$ cat src/rtl/regfile_write_arbiter.sv
// regfile_write_arbiter: shares the single register-file write port between
// the writeback stage (A, fixed priority) and the multi-cycle unit (B).
// A starvation counter force-grants B after MAX_WAIT consecutive refusals.
// The granted write is registered; $0 writes are accepted but never enabled.
// Optional statistics counters are compiled in with `define REGWR_ARB_STATS_EN.
module regfile_write_arbiter #(
  parameter int MAX_WAIT = 4
) (
  input  logic        clk,
  input  logic        reset,
  input  logic        a_valid,
  output logic        a_ready,
  input  logic [4:0]  a_reg,
  input  logic [31:0] a_data,
  input  logic        b_valid,
  output logic        b_ready,
  input  logic [4:0]  b_reg,
  input  logic [31:0] b_data,
  output logic        RegWrite,
  output logic [4:0]  Write_Reg_Num,
  output logic [31:0] reg_write_data,
  output logic        b_starved
`ifdef REGWR_ARB_STATS_EN
  ,
  output logic [15:0] a_writes,
  output logic [15:0] b_writes,
  output logic [15:0] b_stall_cycles
`endif
);

  localparam logic [7:0] MAX_WAIT_C = 8'(MAX_WAIT);

  logic [7:0]  wait_cnt_q, wait_cnt_d;
  logic        regwrite_q, regwrite_d;
  logic [4:0]  wr_reg_q, wr_reg_d;
  logic [31:0] wr_data_q, wr_data_d;
  logic        force_b;
  logic        a_xfer, b_xfer;

  // Grant: A wins unless B has waited MAX_WAIT cycles; at most one transfer.
  always_comb begin
    force_b = (wait_cnt_q == MAX_WAIT_C);
    if (force_b) begin
      b_ready = 1'b1;
      a_ready = !b_valid;
    end else begin
      a_ready = 1'b1;
      b_ready = !a_valid;
    end
    a_xfer    = a_valid && a_ready;
    b_xfer    = b_valid && b_ready;
    b_starved = force_b;
  end

  // Next state: starvation count and the write-port contents for next cycle.
  always_comb begin
    wait_cnt_d = wait_cnt_q;
    if (!b_valid || b_xfer) begin
      wait_cnt_d = 8'd0;
    end else if (wait_cnt_q < MAX_WAIT_C) begin
      wait_cnt_d = wait_cnt_q + 8'd1;
    end

    regwrite_d = 1'b0;
    wr_reg_d   = wr_reg_q;
    wr_data_d  = wr_data_q;
    if (a_xfer) begin
      regwrite_d = (a_reg != 5'd0);
      wr_reg_d   = a_reg;
      wr_data_d  = a_data;
    end else if (b_xfer) begin
      regwrite_d = (b_reg != 5'd0);
      wr_reg_d   = b_reg;
      wr_data_d  = b_data;
    end
  end

  // State registers; reset drops any in-flight write immediately.
  always_ff @(posedge clk or negedge reset) begin
    if (!reset) begin
      wait_cnt_q <= 8'd0;
      regwrite_q <= 1'b0;
      wr_reg_q   <= 5'd0;
      wr_data_q  <= 32'd0;
    end else begin
      wait_cnt_q <= wait_cnt_d;
      regwrite_q <= regwrite_d;
      wr_reg_q   <= wr_reg_d;
      wr_data_q  <= wr_data_d;
    end
  end

  assign RegWrite       = regwrite_q;
  assign Write_Reg_Num  = wr_reg_q;
  assign reg_write_data = wr_data_q;

`ifdef REGWR_ARB_STATS_EN
  logic [15:0] a_writes_q, b_writes_q, b_stall_q;

  // Saturating per-requester transfer and B stall counters.
  always_ff @(posedge clk or negedge reset) begin
    if (!reset) begin
      a_writes_q <= 16'd0;
      b_writes_q <= 16'd0;
      b_stall_q  <= 16'd0;
    end else begin
      if (a_xfer && a_writes_q != 16'hFFFF) a_writes_q <= a_writes_q + 16'd1;
      if (b_xfer && b_writes_q != 16'hFFFF) b_writes_q <= b_writes_q + 16'd1;
      if (b_valid && !b_ready && b_stall_q != 16'hFFFF) b_stall_q <= b_stall_q + 16'd1;
    end
  end

  assign a_writes       = a_writes_q;
  assign b_writes       = b_writes_q;
  assign b_stall_cycles = b_stall_q;
`endif

endmodule

$ cat config.mk
export PLATFORM = sky130hd
export DESIGN_NAME = regfile_write_arbiter
export DESIGN_NICKNAME = d
export VERILOG_FILES = /design/src/rtl/regfile_write_arbiter.sv
export SDC_FILE = /design/constraint.sdc
export NUM_CORES = 1
export LEC_CHECK = 0
export CORE_ASPECT_RATIO = 1.4
export CORE_MARGIN = 2
export CORE_UTILIZATION = 30
export DETAILED_ROUTE_END_ITERATION = 10
export PLACE_DENSITY_LB_ADDON = 0.15
export SLEW_MARGIN = 10
export SYNTH_ARGS = -nofsm -noshare
export SYNTH_HDL_FRONTEND = slang
export SYNTH_SLANG_ARGS = --single-unit
$ cat constraint.sdc
create_clock -name clk -period 2 [get_ports clk]
set_input_delay 0.4 -clock clk [delete_from_list [all_inputs] [get_ports clk]]
set_output_delay 0.4 -clock clk [all_outputs]
set_load 0.05 [all_outputs]
==> run summary <==
POWER
--------------------------------------------------------------------------------------
Lkg Pwr .................................................................      1.53 nW
PnR Total Power .........................................................      2.50 mW
Highest ir drop seen on vdd .............................................     0.325 mV
Pwr dens ................................................................   686 mW/mm²

SYNTH
--------------------------------------------------------------------------------------
Count of yosys warnings during synthesis ................................            0
Share of synthesized area occupied by flip-flops and latches ............        55.9%
Number of instances in the synthesized netlist ..........................          171
Synthesized area ........................................................  0.00206 mm²
Cell types with the largest area share after synthesis .................. sky130_fd_sc_hd__dfrtp_1 (56%), sky130_fd_sc_hd__a221o_1 (18%), sky130_fd_sc_hd__and2_1 (12%)
Top-area cell type share of the netlist area ............................        55.9%
Net count after synthesis ...............................................          251
Largest area contributor in the synthesized netlist ..................... sky130_fd_sc_hd__dfrtp_1
Synth cell types ........................................................           24
Post-synthesis register bit count .......................................           46
Synthesized area divided by synthesized cell count ......................     12.0 µm²

PLACEMENT
--------------------------------------------------------------------------------------
Half-perimeter wire length of the detailed placement result .............      4580 µm
Number of port buffers ..................................................          118
Instance count after placement with tap cells included ..................          381
Global placement routability congestion .................................        0.743

STA
--------------------------------------------------------------------------------------
Clock period minus final worst setup slack ..............................      1.98 ns
Final-layout worst hold slack ...........................................    0.0705 ns
Achievable Freq .........................................................      505 MHz
Worst-case clock skew ...................................................   0.00652 ns
Slew headroom ...........................................................        64.6%
Least-Margin Pin Slew ...................................................     0.530 ns
TNS Setup ...............................................................         0 ns
Final-report setup violation count ......................................            0
Hold Violations, Final ..................................................            0
Unrepaired setup endpoints after global routing .........................          yes
Part of the cycle the worst path needs ..................................        99.1%
Number of max-slew violations in the final report .......................            0

CRITICAL PATH
--------------------------------------------------------------------------------------
Flop-to-flop setup slack ................................................      0.13 ns
Crit Path Class ......................................................... register to output port
Critical path endpoint category .........................................  output port
Arr. time, crit path ....................................................      1.58 ns
Worst Reg2Reg Path Length in Cells ......................................            7
CP Data Required Time ...................................................      1.60 ns
Maximum fanout count along the critical path ............................            3
Startpoint kind of the worst setup timing path ..........................     register

CLOCK TREE
--------------------------------------------------------------------------------------
Clock slew at the register clock pins of the worst setup and hold paths .      0.08 ns
H-Tree Depth ............................................................            2
Clock tree from TritonCTS ...............................................        built
Clock Root Buffer ....................................................... sky130_fd_sc_hd__clkbuf_8
Later-pin clock latency in the skew report ..............................      0.29 ns
Worst-case clock buffer depth ...........................................            2
TritonCTS buffer count ..................................................            5
Clk sink count ..........................................................           46

FLOORPLANNING
--------------------------------------------------------------------------------------
Total die area ..........................................................  0.00755 mm²
Die X-Extent ............................................................      74.0 µm
Initial Utilization .....................................................        31.1%
Total core area .........................................................  0.00661 mm²
Number of rows in the core area .........................................           35
Top-level I/O count .....................................................          119
Height of the die .......................................................       102 µm

DETAILED ROUTING
--------------------------------------------------------------------------------------
Number of remaining DRC errors ..........................................            0
Total via count after detailed routing ..................................        1,868
Average via count per standard cell .....................................         4.73
Total length of routed wires ............................................      6100 µm
Number of optimization iterations in the first detailed-route pass ......            4
Wire length per cell after detailed routing .............................      15.4 µm
Iter 0 DRT Violations ...................................................           71
Number of antenna-violating nets in the routed design ...................            0

GLOBAL ROUTING
--------------------------------------------------------------------------------------
Global-route wire length before repair ..................................      9770 µm
Total global routing overflow ...........................................            0
Pin count of the biggest net entering global routing ....................           27
Number of global-route vias before repair ...............................        2,013
All-layer global routing usage ..........................................        17.0%
Antenna violations before repair ........................................            0

LAYOUT
--------------------------------------------------------------------------------------
NumNets Final ...........................................................          382
Cell Count, Final, Fillers Out ..........................................          395
Area Growth Syn to Fin ..................................................        77.3%
Fraction of final layout cells with drive strength greater than 1 .......        12.5%
Post-route core utilization .............................................        55.2%
Antenna diode count .....................................................            0

RUN
--------------------------------------------------------------------------------------
Total of max-cap violations .............................................            0

RUN STATUS
--------------------------------------------------------------------------------------
Outcome .................................................................    completed

MIN PATH
--------------------------------------------------------------------------------------
HP Class ................................................................ primary input to async pin

cell usage in the layout, fill, tap and decap left out, types with 2 or more instances in the layout:
| cell | n |
|---|---|
| sky130_fd_sc_hd__inv_2 | 3 |
| sky130_fd_sc_hd__clkbuf_8 | 5 |
| sky130_fd_sc_hd__nor3_1 | 4 |
| sky130_fd_sc_hd__nor2_1 | 4 |
| sky130_fd_sc_hd__dfrtp_1 | 46 |
| sky130_fd_sc_hd__clkdlybuf4s50_1 | 114 |
| sky130_fd_sc_hd__a21o_1 | 2 |
| sky130_fd_sc_hd__clkbuf_1 | 2 |
| sky130_fd_sc_hd__buf_4 | 13 |
| sky130_fd_sc_hd__nand3_1 | 2 |
| sky130_fd_sc_hd__and3_1 | 4 |
| sky130_fd_sc_hd__a221o_1 | 37 |
| sky130_fd_sc_hd__buf_12 | 6 |
| sky130_fd_sc_hd__nand2_1 | 2 |
| sky130_fd_sc_hd__a21oi_1 | 2 |
| sky130_fd_sc_hd__and2_1 | 39 |
path summary, 6_finish.rpt:
path / startpoint / to
min: reset / reg_write_data[6]$_DFFE_PN0P_
max in group asynchronous: reset / Write_Reg_Num[1]$_DFFE_PN0P_
min reg2reg: wait_cnt_q[5]$_DFFE_PN0P_ / wait_cnt_q[5]$_DFFE_PN0P_
max: wait_cnt_q[0]$_DFFE_PN0P_ / b_ready
max reg2reg: wait_cnt_q[0]$_DFFE_PN0P_ / reg_write_data[1]$_DFFE_PN0P_
min in group clk: wait_cnt_q[5]$_DFFE_PN0P_ / wait_cnt_q[5]$_DFFE_PN0P_
metal layers:
metal  vias up  wire [µm]  track usage, %
met4         0         61            3.78
met3         6        288            4.04
met5         -          0               0
met1       902       2390            20.4
li1        902          -               -
met2        58       3360            30.6
what timing repair did:
item,4_1_cts,5_1_grt
pin swaps,2,2
hold buffers,0,0
buffers inserted,5,1
gates resized for setup,7,2
setup endpoints to repair,2,2
where the power goes:
group          internal [mW]  switching (mW)
Clock                  0.374           0.299
Combinational          0.362           0.425
Sequential              1.00          0.0401
flip-flops by register name (all words and copies together), names as in the netlist:
register and flops:
RegWrite 1, Write_Reg_Num 5, reg_write_data 32, wait_cnt_q 8
logic make-up (layout without fill, tap and decap cells):
logic type	Yosys count	in the layout	share of synthesized area (%)
buffers and inverters	15	147	4.01
AOI/OAI and AO/OA	47	47	21.3
and+or+nand+nor	61	61	17.6
adders and majority gates	2	2	1.21
DFF	46	46	55.9
critical path, stage by stage (launching register included):
cell	delay, ns
sky130_fd_sc_hd__dfrtp_1	0.40
sky130_fd_sc_hd__inv_2	0.09
sky130_fd_sc_hd__ha_4	0.14
sky130_fd_sc_hd__nand4bb_4	0.12
sky130_fd_sc_hd__buf_6	0.15
sky130_fd_sc_hd__o21a_4	0.20
sky130_fd_sc_hd__inv_2	0.06
sky130_fd_sc_hd__buf_12	0.13
cells in the mapped netlist:
cell                        count
sky130_fd_sc_hd__and3_1         4
sky130_fd_sc_hd__a22o_1         1
sky130_fd_sc_hd__a221o_1       37
sky130_fd_sc_hd__nand2b_1       1
sky130_fd_sc_hd__inv_1          4
sky130_fd_sc_hd__o21a_1         1
sky130_fd_sc_hd__ha_1           2
sky130_fd_sc_hd__a31oi_1        1
sky130_fd_sc_hd__nor3_1         4
sky130_fd_sc_hd__o31ai_1        1
sky130_fd_sc_hd__nand2_1        3
sky130_fd_sc_hd__buf_6          3
sky130_fd_sc_hd__o21ai_0        1
sky130_fd_sc_hd__and2_1        39
sky130_fd_sc_hd__nor2_1         6
sky130_fd_sc_hd__a21oi_1        2
sky130_fd_sc_hd__o31a_1         1
sky130_fd_sc_hd__nand4bb_1      1
sky130_fd_sc_hd__a21o_1         2
sky130_fd_sc_hd__or3_4          1
sky130_fd_sc_hd__buf_2          3
sky130_fd_sc_hd__dfrtp_1       46
sky130_fd_sc_hd__nand3_1        2
sky130_fd_sc_hd__clkbuf_1       5
through the flow:
stage | worst slack [ns] | cell area, µm²
after floorplan | 0.0861 | 2070
after detailed placement | 0.0238 | 3460
after global routing | -0.0502 | 3650
after global placement | 0.0619 | 3460
final | 0.0186 | 3650
after CTS | -0.0309 | 3620
area by class of cell:
| cell class | instances | area (µm²) |
|---|---|---|
| multi-input combinational | 110 | 888 |
| clock inverter | 1 | 30.0 |
| timing repair buffer | 135 | 1380 |
| clock buffer | 7 | 76.3 |
| inverter | 4 | 15.0 |
| fill | 586 | 2960 |
| tap | 92 | 115 |
| sequential | 46 | 1150 |
Note: power is estimated with default switching activity, not from simulation.
